**src/rtl/hazard_stall_ctrl_pkg.sv**
```systemverilog
// Shared definitions for the pipeline sequencing controller.
//   state_t     : controller states (RUN / LU_STALL / FREEZE, 2 bits)
//   ctrl_t      : bundle of the six pipeline control outputs
//   REG_ZERO    : register-file index of $zero
//   WORD_ZERO   : 32-bit zero word
//   ctrl_*()    : output patterns for run, load-use stall and freeze
package hazard_stall_ctrl_pkg;

    typedef enum logic [1:0] {
        ST_RUN      = 2'd0,
        ST_LU_STALL = 2'd1,
        ST_FREEZE   = 2'd2
    } state_t;

    localparam logic [4:0]  REG_ZERO  = 5'b0;
    localparam logic [31:0] WORD_ZERO = 32'b0;

    typedef struct packed {
        logic pc_write;
        logic if_id_write;
        logic if_id_flush;
        logic id_ex_write;
        logic id_ex_bubble;
        logic ex_mem_write;
    } ctrl_t;

    // Normal flow; a taken branch squashes the instruction fetched behind it.
    function automatic ctrl_t ctrl_run(input logic branch_taken);
        ctrl_t c;
        c.pc_write     = 1'b1;
        c.if_id_write  = 1'b1;
        c.if_id_flush  = branch_taken;
        c.id_ex_write  = 1'b1;
        c.id_ex_bubble = 1'b0;
        c.ex_mem_write = 1'b1;
        return c;
    endfunction

    // Hold PC and IF/ID, push a bubble into ID/EX, let the load move on.
    function automatic ctrl_t ctrl_stall();
        ctrl_t c;
        c.pc_write     = 1'b0;
        c.if_id_write  = 1'b0;
        c.if_id_flush  = 1'b0;
        c.id_ex_write  = 1'b1;
        c.id_ex_bubble = 1'b1;
        c.ex_mem_write = 1'b1;
        return c;
    endfunction

    // Whole pipeline holds while data memory is busy.
    function automatic ctrl_t ctrl_freeze();
        return '0;
    endfunction

endpackage

```
**src/rtl/hazard_stall_ctrl_if.sv**
```systemverilog
// Pipeline <-> sequencing controller signal bundle.
//   master : pipeline side, drives hazard/branch/memory status, receives enables
//   slave  : controller side, the reverse
interface hazard_stall_ctrl_if;
    import hazard_stall_ctrl_pkg::*;

    logic [4:0] id_rs;
    logic [4:0] id_rt;
    logic       id_uses_rt;
    logic       ex_mem_read;
    logic [4:0] ex_rt;
    logic       branch_taken;
    logic       dmem_busy;

    logic       pc_write;
    logic       if_id_write;
    logic       if_id_flush;
    logic       id_ex_write;
    logic       id_ex_bubble;
    logic       ex_mem_write;

    modport master (
        output id_rs, id_rt, id_uses_rt, ex_mem_read, ex_rt, branch_taken, dmem_busy,
        input  pc_write, if_id_write, if_id_flush, id_ex_write, id_ex_bubble, ex_mem_write
    );

    modport slave (
        input  id_rs, id_rt, id_uses_rt, ex_mem_read, ex_rt, branch_taken, dmem_busy,
        output pc_write, if_id_write, if_id_flush, id_ex_write, id_ex_bubble, ex_mem_write
    );

endinterface

```
**src/rtl/hazard_stall_ctrl_hazard_detect.sv**
```systemverilog
// Load-use hazard compare (purely combinational).
//   id_rs, id_rt, id_uses_rt : source operands of the instruction in ID
//   ex_mem_read, ex_rt       : load flag and destination held in ID/EX
//   hz                       : ID instruction needs the value the load has not produced yet
module hazard_detect
    import hazard_stall_ctrl_pkg::*;
(
    input  logic [4:0] id_rs,
    input  logic [4:0] id_rt,
    input  logic       id_uses_rt,
    input  logic       ex_mem_read,
    input  logic [4:0] ex_rt,
    output logic       hz
);

    logic rs_match;
    logic rt_match;

    always_comb begin
        rs_match = (ex_rt == id_rs);
        rt_match = id_uses_rt & (ex_rt == id_rt);
        // $zero is never a real dependency even if a load targets it.
        hz = ex_mem_read & (ex_rt != REG_ZERO) & (rs_match | rt_match);
    end

endmodule

```
**src/rtl/hazard_stall_ctrl.sv**
```systemverilog
// Pipeline sequencing controller for the 5-stage MIPS core.
//   clk, rst      : clock, asynchronous active-high reset
//   pipe (slave)  : hazard/branch/memory status in, stage enables/bubble/flush out
//   stall_cycles  : saturating count of cycles with pc_write=0
//   flush_count   : saturating count of IF/ID flushes
// Outputs are Mealy so enables act in the cycle the condition is seen.
// Priority: dmem_busy > load-use stall > branch flush.
module hazard_stall_ctrl
    import hazard_stall_ctrl_pkg::*;
#(
    parameter int unsigned LOAD_LAT = 1,
    parameter int unsigned CNT_W    = 16
) (
    input  logic             clk,
    input  logic             rst,
    hazard_stall_ctrl_if.slave pipe,
    output logic [CNT_W-1:0] stall_cycles,
    output logic [CNT_W-1:0] flush_count
);

    localparam logic [1:0] REM_INIT = 2'(LOAD_LAT - 1);

    state_t     state, state_next;
    state_t     ret_state, ret_state_next;
    logic [1:0] rem, rem_next;
    logic       hz;
    ctrl_t      ctrl;

    hazard_detect u_hazard_detect (
        .id_rs       (pipe.id_rs),
        .id_rt       (pipe.id_rt),
        .id_uses_rt  (pipe.id_uses_rt),
        .ex_mem_read (pipe.ex_mem_read),
        .ex_rt       (pipe.ex_rt),
        .hz          (hz)
    );

    always_ff @(posedge clk or posedge rst) begin
        if (rst) begin
            state     <= ST_RUN;
            ret_state <= ST_RUN;
            rem       <= '0;
        end else begin
            state     <= state_next;
            ret_state <= ret_state_next;
            rem       <= rem_next;
        end
    end

    // rem counts bubbles still owed after the current one; it is left
    // untouched across a freeze so the total bubble count is unaffected.
    always_comb begin
        state_next     = state;
        ret_state_next = ret_state;
        rem_next       = rem;
        unique case (state)
            ST_RUN: begin
                if (pipe.dmem_busy) begin
                    ret_state_next = ST_RUN;
                    state_next     = ST_FREEZE;
                end else if (hz && (LOAD_LAT > 1)) begin
                    rem_next   = REM_INIT;
                    state_next = ST_LU_STALL;
                end
            end
            ST_LU_STALL: begin
                if (pipe.dmem_busy) begin
                    ret_state_next = ST_LU_STALL;
                    state_next     = ST_FREEZE;
                end else begin
                    rem_next = rem - 2'd1;
                    if (rem == 2'd1) begin
                        state_next = ST_RUN;
                    end
                end
            end
            ST_FREEZE: begin
                if (!pipe.dmem_busy) begin
                    state_next = ret_state;
                end
            end
            default: begin
                state_next = ST_RUN;
            end
        endcase
    end

    always_comb begin
        ctrl = ctrl_run(pipe.branch_taken);
        unique case (state)
            ST_RUN: begin
                if (pipe.dmem_busy) begin
                    ctrl = ctrl_freeze();
                end else if (hz) begin
                    ctrl = ctrl_stall();
                end
            end
            ST_LU_STALL: begin
                ctrl = pipe.dmem_busy ? ctrl_freeze() : ctrl_stall();
            end
            ST_FREEZE: begin
                ctrl = ctrl_freeze();
            end
            default: begin
                ctrl = ctrl_freeze();
            end
        endcase

        pipe.pc_write     = ctrl.pc_write;
        pipe.if_id_write  = ctrl.if_id_write;
        pipe.if_id_flush  = ctrl.if_id_flush;
        pipe.id_ex_write  = ctrl.id_ex_write;
        pipe.id_ex_bubble = ctrl.id_ex_bubble;
        pipe.ex_mem_write = ctrl.ex_mem_write;
    end

    always_ff @(posedge clk or posedge rst) begin
        if (rst) begin
            stall_cycles <= '0;
            flush_count  <= '0;
        end else begin
            if (!ctrl.pc_write && (stall_cycles != '1)) begin
                stall_cycles <= stall_cycles + CNT_W'(1);
            end
            if (ctrl.if_id_flush && (flush_count != '1)) begin
                flush_count <= flush_count + CNT_W'(1);
            end
        end
    end

endmodule

```
**src/flat_wrapper.sv**
```systemverilog
// flat-port wrapper written by rule: the top's interface ports become plain ports
module hazard_stall_ctrl_flat import hazard_stall_ctrl_pkg::*;
#(
    parameter int unsigned LOAD_LAT = 1,
    parameter int unsigned CNT_W    = 16
)
  (clk, rst, stall_cycles, flush_count, pipe_id_rs, pipe_id_rt, pipe_id_uses_rt, pipe_ex_mem_read, pipe_ex_rt, pipe_branch_taken, pipe_dmem_busy, pipe_pc_write, pipe_if_id_write, pipe_if_id_flush, pipe_id_ex_write, pipe_id_ex_bubble, pipe_ex_mem_write);
  hazard_stall_ctrl_if pipe_i ();
  input  logic clk;
  input  logic rst;
  output logic [CNT_W-1:0] stall_cycles;
  output logic [CNT_W-1:0] flush_count;
  input wire logic [$bits(pipe_i.id_rs)-1:0] pipe_id_rs;
  input wire logic [$bits(pipe_i.id_rt)-1:0] pipe_id_rt;
  input wire logic [$bits(pipe_i.id_uses_rt)-1:0] pipe_id_uses_rt;
  input wire logic [$bits(pipe_i.ex_mem_read)-1:0] pipe_ex_mem_read;
  input wire logic [$bits(pipe_i.ex_rt)-1:0] pipe_ex_rt;
  input wire logic [$bits(pipe_i.branch_taken)-1:0] pipe_branch_taken;
  input wire logic [$bits(pipe_i.dmem_busy)-1:0] pipe_dmem_busy;
  output wire logic [$bits(pipe_i.pc_write)-1:0] pipe_pc_write;
  output wire logic [$bits(pipe_i.if_id_write)-1:0] pipe_if_id_write;
  output wire logic [$bits(pipe_i.if_id_flush)-1:0] pipe_if_id_flush;
  output wire logic [$bits(pipe_i.id_ex_write)-1:0] pipe_id_ex_write;
  output wire logic [$bits(pipe_i.id_ex_bubble)-1:0] pipe_id_ex_bubble;
  output wire logic [$bits(pipe_i.ex_mem_write)-1:0] pipe_ex_mem_write;
  assign pipe_i.id_rs = pipe_id_rs;
  assign pipe_i.id_rt = pipe_id_rt;
  assign pipe_i.id_uses_rt = pipe_id_uses_rt;
  assign pipe_i.ex_mem_read = pipe_ex_mem_read;
  assign pipe_i.ex_rt = pipe_ex_rt;
  assign pipe_i.branch_taken = pipe_branch_taken;
  assign pipe_i.dmem_busy = pipe_dmem_busy;
  assign pipe_pc_write = pipe_i.pc_write;
  assign pipe_if_id_write = pipe_i.if_id_write;
  assign pipe_if_id_flush = pipe_i.if_id_flush;
  assign pipe_id_ex_write = pipe_i.id_ex_write;
  assign pipe_id_ex_bubble = pipe_i.id_ex_bubble;
  assign pipe_ex_mem_write = pipe_i.ex_mem_write;
  hazard_stall_ctrl #(.LOAD_LAT(LOAD_LAT), .CNT_W(CNT_W)) u_core (.clk(clk), .rst(rst), .pipe(pipe_i), .stall_cycles(stall_cycles), .flush_count(flush_count));
endmodule
```
**config.mk**
```make
export PLATFORM = sky130hd
export DESIGN_NAME = hazard_stall_ctrl_flat
export DESIGN_NICKNAME = d
export VERILOG_FILES = /design/src/rtl/hazard_stall_ctrl_pkg.sv /design/src/rtl/hazard_stall_ctrl_if.sv /design/src/rtl/hazard_stall_ctrl_hazard_detect.sv /design/src/rtl/hazard_stall_ctrl.sv /design/src/flat_wrapper.sv
export SDC_FILE = /design/constraint.sdc
export NUM_CORES = 1
export LEC_CHECK = 0
export BUFFER_PORTS_ARGS = -buffer_cell sky130_fd_sc_hd__buf_2
export CAP_MARGIN = 40
export CELL_PAD_IN_SITES_DETAIL_PLACEMENT = 0
export CELL_PAD_IN_SITES_GLOBAL_PLACEMENT = 1
export CORE_MARGIN = 3
export CORE_UTILIZATION = 30
export CTS_CLUSTER_SIZE = 8
export DETAILED_ROUTE_END_ITERATION = 8
export PLACE_DENSITY_LB_ADDON = 0.08
export SLEW_MARGIN = 10
export SYNTH_ARGS = -nofsm -noshare
export SYNTH_HDL_FRONTEND = slang
export SYNTH_SLANG_ARGS = --single-unit
export TNS_END_PERCENT = 10
```
**constraint.sdc**
```tcl
create_clock -name clk -period 3.8 [get_ports clk]
set_input_delay 0.76 -clock clk [delete_from_list [all_inputs] [get_ports clk]]
set_output_delay 0.76 -clock clk [all_outputs]
set_load 0.005 [all_outputs]
```
======== Word level (Yosys, flattened, before mapping) ========
Index checks and enable logic that the tools add are counted.
operators by class
  $add $sub $neg .......................... 3
  multiply operators ...................... 0
  divide/modulo/power cells ............... 0
  $lt $le $gt $ge ......................... 0
  equal/unequal tests ..................... 11
  shifts and indexed selects .............. 0
  mux-type cells .......................... 12
  bitwise logic cells ..................... 5
  reductions and logical operators ........ 9
operators by type and width
  cell                                                  count
  adder 16 x 1 -> 16 bit (second input constant)        2
  != test 16 bit (second input constant)                2
  two-way mux 2 bit                                     6
  two-way mux 6 bit                                     2
  case mux 6 bit (2 select lines)                       1
  equality test 5 bit                                   2
  != test 2 bit (second input constant)                 3
  case mux 2 bit (3 select lines)                       1
  AND reduction 3 bit                                   2
  nonzero test 5 bit                                    1
  equality test 2 x 1 -> 1 bit (second input constant)  2
  case mux 2 bit (2 select lines)                       1
  AND 1 bit                                             3
  two-way mux 3 bit                                     1
  != test 3 x 2 -> 1 bit (second input constant)        1
  equality test 2 bit (second input constant)           1
  logical AND 1 bit                                     2
  zero test 2 bit                                       1
  AND reduction 2 bit                                   1
  nonzero test 2 bit                                    1
  subtractor 2 x 1 -> 2 bit (second input constant)     1
  zero test 1 bit                                       1
  NOT 1 bit                                             1
  bitwise OR 1 bit                                      1
storage, ports and cells
  register bits after elaboration ......... 38
  latch bits .............................. 0
  memory bits (writable) .................. 0
  ROM bits ................................ 0
  input port bits ......................... 21
  memories kept ........................... 0

======== Logic depth before layout (Yosys ltp) ========
Gate-level depths: netlist of the first run.
  depth in word-level cells ............... 9
  depth in mapped cells ................... 7
  gate-level depth less buffers ........... 7

======== Modules after synthesis ========
Synthesis of the first run repeated with hierarchy kept, for this count alone.
unflattened totals
  cell total of the unflattened synthesis .. 167
  area, all modules ....................... 1904.3 um2
modules (own cells, without submodules)
  module             times used  cells each  area an instance (um2)  sequential area each (um2)
  hazard_stall_ctrl  1           150         1771.7                  925.9
  hazard_detect      1           17          132.6                   0.0

======== Least setup slack after synthesis of the first run ========
OpenSTA, ideal clock, no wires.
  path kind ............................... input port to output port
  start ................................... input port pipe_ex_rt[1]
  end ..................................... output port pipe_if_id_flush
  arrival ................................. 1.982 ns
  slack ................................... 1.058 ns
  cell stages on the path ................. 5
  path buffers ............................ 1
  cell sequence ........................... or4_1 o21ai_1 o21a_1 buf_2 and2_1
between the ends
  cells in the longest elaborated chain, start to end .. 7
ends and longest elaborated chain
  element                              line                                   text
  from (decl)                          flat_wrapper.sv:17                     input wire logic [$bits(pipe_i.ex_rt)-1:0] pipe_ex_rt;
  equality test 5 bit                  hazard_stall_ctrl_hazard_detect.sv:21  rt_match = id_uses_rt & (ex_rt == id_rt);
  AND 1 bit                            hazard_stall_ctrl_hazard_detect.sv:21
  bitwise OR 1 bit                     hazard_stall_ctrl_hazard_detect.sv:23  hz = ex_mem_read & (ex_rt != REG_ZERO) & (rs_match | rt_match);
  AND 1 bit (*)                        hazard_stall_ctrl_hazard_detect.sv:23
  two-way mux 6 bit (*)                hazard_stall_ctrl.sv:94                end else if (hz) begin
  two-way mux 6 bit (*)                hazard_stall_ctrl.sv:92                if (pipe.dmem_busy) begin
  case mux 6 bit (2 select lines) (*)  hazard_stall_ctrl.sv:90                unique case (state)
  to (decl)                            flat_wrapper.sv:22                     output wire logic [$bits(pipe_i.if_id_flush)-1:0] pipe_if_id_flush;
Mark *: on every way between the ends. The rest lies on a longest branch, timed or not.

======== Final worst setup path of the first run ========
  start ................................... input port pipe_ex_rt[1]
  end ..................................... output port pipe_if_id_write
between the ends
  cells in the longest elaborated chain, start to end .. 7
ends and longest elaborated chain
  element                              line                                   text
  equality test 5 bit                  hazard_stall_ctrl_hazard_detect.sv:21
  AND 1 bit                            hazard_stall_ctrl_hazard_detect.sv:21
  bitwise OR 1 bit                     hazard_stall_ctrl_hazard_detect.sv:23
  AND 1 bit (*)                        hazard_stall_ctrl_hazard_detect.sv:23
  two-way mux 6 bit (*)                hazard_stall_ctrl.sv:94
  two-way mux 6 bit (*)                hazard_stall_ctrl.sv:92
  case mux 6 bit (2 select lines) (*)  hazard_stall_ctrl.sv:90
  to (decl)                            flat_wrapper.sv:21                     output wire logic [$bits(pipe_i.if_id_write)-1:0] pipe_if_id_write;
Marks and branches as above.

==> metrics.md, run 1 <==
| Metric | Value |
|---|---|
| Total routed wirelength | `4.47 mm` |
| Clk Latency, worst-skew pair | `0.29 ns` |
| Post-synthesis net count | `211` |
| Synth top area share | `46.6%` |
| Final Slew Violations | `0` |
| Synth area leaders | `dfrtp_1 (47%), xor2_1 (9.3%), xnor2_1 (7.9%)` |
| #FFs+latches synth | `37` |
| I/O pins | `59` |
| Clk root buf | `clkbuf_8` |
| Fin crit share | `76.2%` |
| Worst reg-to-reg setup slack | `1.60 ns` |
| Final hold violations | `0` |
| Die height | `87.4 µm` |
| Setup WS pre-CTS | `0.915 ns` |
| Area leader, netlist | `dfrtp_1` |
| Worst Setup End Kind | `output port` |
| Antenna fix cells | `0` |
| Crit path time final | `2.90 ns` |
| Avg Inst Size Synth | `10.6 µm²` |
| # DRC | `0` |
| IO buf count | `58` |
| Cell total after placement | `319` |
| FMAX | `345 MHz` |
| TritonCTS Buffers | `5` |
| CTS tree | `yes` |
| Via Count | `1,586` |
| Distinct cells, synth | `36` |
| Filler cells | `668` |
| Most frequent cells in the layout | `buf_2 (58), dfrtp_1 (37), xor2_1 (21), xnor2_1 (18), nor2_1 (17)` |
| Warnings from Yosys | `0` |
| Final Core Density | `38.8%` |
| Nets@finish | `273` |
| Worst slew margin | `51.3%` |
| Vias in the first global route | `1,540` |
| GR Overflow Total | `0` |
| Die area | `7640 µm²` |
| DRT Pass-1 Iters | `4` |
| VDD IR max | `205 µV` |
| Arr. time, crit path | `2.14 ns` |
| GPL Wtd Cong | `0.703` |
| Worst Setup Start Kind | `input pin` |
| Post-CTS resize count | `0` |
| Initial antenna violation count | `0` |
| Die Wd | `87.4 µm` |
| Crit Path Max Fanout | `13` |
| Setup-failing EPs final | `0` |
| GRT Total Usage | `12.2%` |
| Antenna-violating nets left | `0` |
| Syn Std Cell Area | `1990 µm²` |
| Row Count | `29` |
| Reported max-cap violation count | `0` |
| Clock transition at the registers of the reported paths | `0.08 ns` |
| WP data required | `3.04 ns` |
| Core Region | `6390 µm²` |
| PwrDens | `516 nW/µm²` |
| Finished Layout Cells | `327` |
| Fin Hold WS | `0.481 ns` |
| First-pass GRT wire length | `7.35 mm` |
| HP Class | `reg2reg` |
| DR iter-0 viols | `47` |
| Clock Skew | `0.0132 ns` |
| Setup TNS | `0 ns` |
| PnR worst setup slack | `0.903 ns` |
| Routed vias/inst | `4.85` |
| Sink Count | `37` |
| Post-DP HPWL | `3.29 mm` |
| Static leakage | `1.15 nW` |
| DR WL/cell | `13.7 µm` |
| Sequential fraction of the synthesis area | `46.6%` |
| Worst Max-Slew Pin Slew | `0.729 ns` |
| Status | `finished clean` |
| Hold buffer count at CTS | `0` |
| Commonest non-fill, non-tap cell in the layout | `buf_2` |
| Share of layout cells above drive strength 1 | `31.6%` |
| CP Class | `in2out` |
| Max Buffers Root-to-Sink | `2` |
| H-tree depth | `2` |
| Post-CTS setup buffer count | `0` |
| P&R area growth vs syn | `24.6%` |
| Cells after Synth | `187` |
| RSZ-0062 raised after global routing | `no` |
| Largest net degree at the start of global routing | `38` |
| Starting density of the core | `31.1%` |
[critical path, stage by stage]
cell and delay (ns):
buf_2 0.12, or4_1 0.53, o21ai_1 0.19, o21a_1 0.21
buf_4 0.20, buf_2 0.13
[registers in the layout (all words and copies together) (netlist names)]
| signal | flops |
|---|---|
| u_core.stall_cycles | 16 |
| u_core.ret_state | 1 |
| u_core.rem | 2 |
| u_core.state | 2 |
| u_core.flush_count | 16 |
[logic make-up after synthesis]
family                   Yosys count  share of synthesized area, %
AO/OA/AOI/OAI                     12                          4.53
XOR/XNOR                          39                          17.2
adder cells (fa/ha/maj)            3                          1.89
buffers and inverters             11                          2.96
flip-flops                        37                          46.6
multiplexers                       4                          2.27
AND/OR/NAND/NOR                   81                          24.6
[power breakdown]
part	internal (mW)	switching, mW
sequential	0.482	0.115
combinational	0.160	0.161
clock	0.214	0.146
total	0.856	0.421
[cells in the mapped netlist (all sizes together)]
master and count:
a21boi 1, nand3 10, and4 1, nand2 10, or4 1, nor2 17
o21a 3, dfrtp 37, a32oi 1, or3 1, clkbuf 1, inv 5
nor3 6, mux2 4, and3b 1, and2 3, nor4 7, nor4b 4
xnor2 18, xor2 21, and3 3, o32a 1, nand4 15, nand2b 1
ha 3, o2111ai 3, o21ai 1, or2 1, buf 5, a21oi 2
[routing by layer]
metal	global-route usage, %	part of all wire, %
met1	16.0	47
met2	19.1	45
met3	3.60	7.0
met4	3.77	1.2
met5	0	0
[through the flow]
step	instance area, µm²	power (mW)
final	2480	1.28
after global routing	2480	1.38
after CTS	2480	1.30
after detailed placement	2360	0.934
after global placement	2360	0.936
after floorplan	1990	0.775
[path summary, 6_finish.rpt]
kind,startpoint,to,depth (start not counted)
setup / recovery,pipe_ex_rt[1],pipe_if_id_write,6
hold / removal,u_core.rem[0],u_core.rem[0],1
setup reg to reg,u_core.stall_cycles[4],u_core.stall_cycles[6],6
hold reg to reg,u_core.rem[0],u_core.rem[0],1
max in group asynchronous,rst,u_core.stall_cycles[7],3
min in group asynchronous,rst,u_core.stall_cycles[2],3
[final cells by class]
cell class	count	area (µm²)	area share, %
clock buffer	6	82.6	3.34
tap	77	96.3	3.89
inverter	5	18.8	0.758
timing repair buffer	61	313	12.6
multi-input combinational	139	1000	40.5
clock inverter	2	37.5	1.52
sequential	37	926	37.4
Power figures use the tool's default switching activity.
==> run 2, diff against run 1 <==
Clock period 3.8 ns to 2.9 ns, I/O delays scaled along.
==> metrics.md, run 2 (synthesis results as in run 1) <==
| Metric | Value |
|---|---|
| RSZ-0062 raised after global routing | `no` |
| Worst Setup End Kind | `output port` |
| Crit Path Max Fanout | `6` |
| DR iter-0 viols | `59` |
| Post-DP HPWL | `3.23 mm` |
| Die height | `87.4 µm` |
| Critical path, cell by cell | `buf_2 > or4_1 > o21ai_1 > o21a_1 > and2_1 > buf_2` |
| WP data required | `2.32 ns` |
| P&R area growth vs syn | `24.1%` |
| Hold buffer count at CTS | `0` |
| Static leakage | `1.16 nW` |
| Final hold violations | `0` |
| Arr. time, crit path | `1.95 ns` |
| R2R Path End | `u_core.stall_cycles[1]` |
| DR WL/cell | `13.1 µm` |
| GPL Wtd Cong | `0.754` |
| Sink Count | `37` |
| Crit-path most repeated cell | `buf_2` |
| Crit path time final | `2.53 ns` |
| Max Buffers Root-to-Sink | `2` |
| Reg area | `926 µm²` |
| Row Count | `29` |
| First-pass GRT wire length | `7.21 mm` |
| Biggest regs | `u_core.flush_count x16, u_core.stall_cycles x16` |
| CTS tree | `yes` |
| Largest net degree at the start of global routing | `38` |
| Worst Setup Start Kind | `input pin` |
| Filler cells | `658` |
| # DRC | `0` |
| Most frequent cells in the layout | `buf_2 (58), dfrtp_1 (37), xor2_1 (21), xnor2_1 (18), nor2_1 (17)` |
| H-tree depth | `2` |
| IO buf count | `58` |
| Post-CTS setup buffer count | `0` |
| Starting density of the core | `31.1%` |
| DP Area | `2380 µm²` |
| VDD IR max | `223 µV` |
| Vias in the first global route | `1,485` |
| Fin crit share | `87.2%` |
| Clock transition at the registers of the reported paths | `0.07 ns` |
| Nets@finish | `276` |
| Clk Latency, worst-skew pair | `0.28 ns` |
| CP peak stage delay | `0.53 ns` |
| Fin Hold WS | `0.399 ns` |
| Setup TNS | `0 ns` |
| FMAX | `396 MHz` |
| Routed vias/inst | `4.78` |
| CP max stage cell | `or4_1` |
| TritonCTS Buffers | `5` |
| Setup WS pre-CTS | `0.345 ns` |
| Setup-failing EPs final | `0` |
| Final Core Density | `38.6%` |
| Design Area, Final | `2460 µm²` |
| I/O pins | `59` |
| Commonest non-fill, non-tap cell in the layout | `buf_2` |
| Worst Max-Slew Pin Slew | `0.672 ns` |
| Final Slew Violations | `0` |
| Worst reg2reg startpoint | `u_core.stall_cycles[0]` |
| Via Count | `1,573` |
| Clk root buf | `clkbuf_8` |
| PwrDens | `635 nW/µm²` |
| Initial antenna violation count | `0` |
| Post-CTS resize count | `0` |
| R2R depth | `5` |
| Multi-input logic area | `1000 µm²` |
| Share of layout cells above drive strength 1 | `31.7%` |
| Antenna fix cells | `0` |
| GRT Total Usage | `11.9%` |
| Worst reg-to-reg setup slack | `0.82 ns` |
| Total routed wirelength | `4.31 mm` |
| DRT Pass-1 Iters | `4` |
| Clock Skew | `0.00200 ns` |
| HP Class | `in2async` |
| Antenna-violating nets left | `0` |
| Reported max-cap violation count | `0` |
| Die area | `7640 µm²` |
| Status | `finished clean` |
| Die Wd | `87.4 µm` |
| Worst slew margin | `54.9%` |
| GR Overflow Total | `0` |
| CP Class | `in2out` |
| Core Region | `6390 µm²` |
| PnR worst setup slack | `0.372 ns` |
run 2: cell types whose count changed in the layout (fill, tap and decap cells not counted):
cell	before	now
buf_4	3	6
clkbuf_1	0	1
bufinv_16	1	0
clkinvlp_4	1	0
run 2: layout make-up:
class                      instances  share of cell area, %
inverter                           5                  0.761
multi-input combinational        139                   40.7
timing repair buffer              64                   13.6
clock buffer                       7                   3.50
sequential                        37                   37.6
tap                               77                   3.91
run 2: routing by layer:
metal,GRT usage [%],vias up,wire [µm]
met5,0,-,0
met4,3.35,0,42
met3,3.69,4,336
met2,18.9,47,1890
met1,15.5,728,2050
li1,-,794,-
run 2: worst max-delay path, delay by kind of cell:
family | cells | cell delay (ns)
compound gates | 2 | 0.46
buf+inv | 2 | 0.22
simple gates | 2 | 0.68
run 2: how the worst max path moves through the flow:
stage	to	startpoint	slack, ns	cells past startpoint
floorplan	pipe_if_id_flush	pipe_ex_rt[1]	0.52	5
global placement	pipe_if_id_flush	pipe_ex_rt[1]	0.38	6
detailed placement	u_core.stall_cycles[1]	pipe_ex_rt[1]	0.34	7
CTS	pipe_if_id_flush	pipe_ex_rt[1]	0.34	6
global route	pipe_if_id_flush	pipe_ex_rt[1]	0.24	6
finish	pipe_if_id_flush	pipe_ex_rt[1]	0.37	6
run 2: power by group:
| part | total [mW] | internal [mW] | switching, mW |
|---|---|---|---|
| registers | 0.781 | 0.632 | 0.149 |
| logic | 0.427 | 0.217 | 0.210 |
| clock network | 0.357 | 0.189 | 0.169 |
run 2: through the flow:
stage | total power, mW | instances
after detailed placement | 1.23 | 322
after global routing | 1.70 | 329
after CTS | 1.60 | 329
after global placement | 1.23 | 322
final | 1.56 | 329
after floorplan | 1.01 | 187
==> run 3, diff against run 2 <==
Settings changed: ABC_AREA set to 1.
==> metrics.md, run 3 <==
| Metric | Value |
|---|---|
| Initial antenna violation count | `0` |
| I/O pins | `59` |
| Worst Setup End Kind | `output port` |
| Cells after Synth | `345` |
| WP data required | `2.32 ns` |
| DR iter-0 viols | `67` |
| Antenna-violating nets left | `0` |
| Synth top area share | `37.5%` |
| Async S/R FF share, synth | `100%` |
| PnR worst setup slack | `0.560 ns` |
| Worst slew margin | `65.7%` |
| Distinct cells, synth | `29` |
| Final hold violations | `0` |
| DRT Pass-1 Iters | `4` |
| GR Util met3 | `2.96%` |
| Worst Setup Start Kind | `input pin` |
| Synth area leaders | `dfrtp_1 (37%), nand2_1 (18%), nand3_1 (5.9%)` |
| CP Class | `in2out` |
| Die height | `96.7 µm` |
| HP Class | `in2async` |
| RSZ-0062 raised after global routing | `no` |
| Sink Count | `37` |
| GPL Wtd Cong | `0.757` |
| Via Count | `2,316` |
| Avg Inst Size Synth | `7.16 µm²` |
| Most frequent cell after synthesis | `nand2_1` |
| Share of layout cells above drive strength 1 | `19.3%` |
| P&R area growth vs syn | `18.7%` |
| Post-DP HPWL | `4.78 mm` |
| Clk Latency, worst-skew pair | `0.29 ns` |
| Die area | `9360 µm²` |
| Reported max-cap violation count | `0` |
| Worst Max-Slew Pin Slew | `0.510 ns` |
| Vias in the first global route | `2,226` |
| Post-CTS resize count | `0` |
| GRT Total Usage | `14.0%` |
| Area leader, netlist | `dfrtp_1` |
| Setup TNS | `0 ns` |
| Most frequent cells in the layout | `nand2_1 (120), buf_2 (58), inv_1 (38), dfrtp_1 (37), nor2_1 (30)` |
| DR WL/cell | `12.7 µm` |
| NetSw | `0.461 mW` |
| Sequential fraction of the synthesis area | `37.5%` |
| Routed vias/inst | `4.57` |
| Die Wd | `96.7 µm` |
| H-tree depth | `2` |
| Antenna fix cells | `0` |
| Status | `finished clean` |
| Arr. time, crit path | `1.76 ns` |
| Final Slew Violations | `0` |
| Met1 GRT Util | `18.8%` |
| Crit Path Max Fanout | `14` |
| Setup-failing EPs final | `0` |
| Nets@finish | `428` |
| Biggest regs | `u_core.flush_count x16, u_core.stall_cycles x16` |
| GR peak layer | `met2` |
| Clock transition at the registers of the reported paths | `0.07 ns` |
| Met2 Usage GRT | `22.9%` |
| Clock Skew | `0.00647 ns` |
| Clock Power Share | `26.3%` |
| TritonCTS Buffers | `5` |
| Warnings from Yosys | `0` |
| Fin crit share | `80.7%` |
| Static leakage | `1.59 nW` |
| Commonest non-fill, non-tap cell in the layout | `nand2_1` |
| Number of flops mapped to enable cells by yosys | `0` |
| Hold buffer count at CTS | `0` |
| Combinational power share | `24.2%` |
| Crit path time final | `2.34 ns` |
| Clk root buf | `clkbuf_8` |
| Syn Std Cell Area | `2470 µm²` |
| Total routed wirelength | `6.41 mm` |
| Starting density of the core | `31.5%` |
| Setup WS pre-CTS | `0.538 ns` |
| # DRC | `0` |
| VDD IR max | `248 µV` |
| Core Region | `7850 µm²` |
| PwrDens | `464 nW/µm²` |
| Largest net degree at the start of global routing | `38` |
| Most frequent cells after synthesis | `nand2_1 (120), inv_1 (38), dfrtp_1 (37)` |
| Post-CTS setup buffer count | `0` |
| Flop pwr share | `49.5%` |
| Row Count | `32` |
| #FFs+latches synth | `37` |
| First-pass GRT wire length | `10.9 mm` |
| Predominant post-synthesis flop cell | `dfrtp_1` |
| FMAX | `427 MHz` |
| IO buf count | `58` |
| Sw Ratio | `33.9%` |
| Max Buffers Root-to-Sink | `2` |
| GR Overflow Total | `0` |
| Post-synthesis net count | `369` |
| Internal power | `0.899 mW` |
| CTS tree | `yes` |
run 3: changes by cell type after synthesis, moves of 5 or more:
cell / change
nor2_1: +13
inv_1: +33
xor2_1: -6
xnor2_1: -5
nand3_1: +19
nand2_1: +110
run 3: path summary, 6_finish.rpt:
check,to,cells past startpoint,start,slack [ns]
max in group asynchronous,u_core.flush_count[4],3,rst,2.15
min in group clk,u_core.state[1],1,u_core.state[0],0.48
worst max register to register,u_core.flush_count[9],7,u_core.flush_count[0],0.96
worst min-delay path,u_core.ret_state[0],3,rst,0.40
worst max-delay path,pipe_if_id_flush,9,pipe_ex_rt[3],0.56
worst min register to register,u_core.state[1],1,u_core.state[0],0.48
run 3: kinds of logic after synthesis:
family                   Yosys count  share of synthesized area, %
flip-flops                        37                          37.5
XOR/XNOR                          28                          9.93
adder cells (fa/ha/maj)            3                          1.52
AO/OA/AOI/OAI                     12                          2.99
buffers and inverters             50                          8.86
AND/OR/NAND/NOR                  215                          39.2
run 3: critical path: stages:
cell,delay (ns)
buf_2,0.11
inv_1,0.10
nand4_1,0.12
o21ai_0,0.15
inv_1,0.11
nand2_2,0.12
nand2_2,0.19
nor2_1,0.15
buf_2,0.13
run 3: per-stage QoR:
| step | power [mW] | cells | hold WS [ns] | area (µm²) | utilization, % |
|---|---|---|---|---|---|
| 5_1_grt | 1.46 | 507 | 0.454 | 2930 | 37.4 |
| 4_1_cts | 1.39 | 507 | 0.422 | 2930 | 37.4 |
| 3_3_place_gp | 1.01 | 499 | 0.458 | 2850 | 36.4 |
| 3_5_place_dp | 1.02 | 499 | 0.470 | 2850 | 36.4 |
| 2_1_floorplan | 0.878 | 345 | 0.439 | 2470 | - |
| 6_report | 1.36 | 507 | 0.404 | 2930 | 37.4 |
run 3: area by class of cell:
cell class              instances  area [µm²]
multi-input cells             258        1330
inverters                      39         146
flip-flops and latches         37         926
repair buffers                 63         328
clock buffers                   8        80.1
fillers                       912        4910
well taps                     102         128
run 3: metal layers:
layer  up-vias  wire (µm)
li1       1212          -
met1      1058       3020
met2        41       3090
met3         5        241
met4         0         58
met5         -          0
run 3: power by group through the flow:
stage	Clock (mW)	Combinational (mW)	Sequential [mW]
floorplan	0	0.207	0.671
global placement	0	0.330	0.684
detailed placement	0	0.332	0.685
CTS	0.380	0.336	0.674
global route	0.399	0.378	0.687
finish	0.358	0.329	0.674
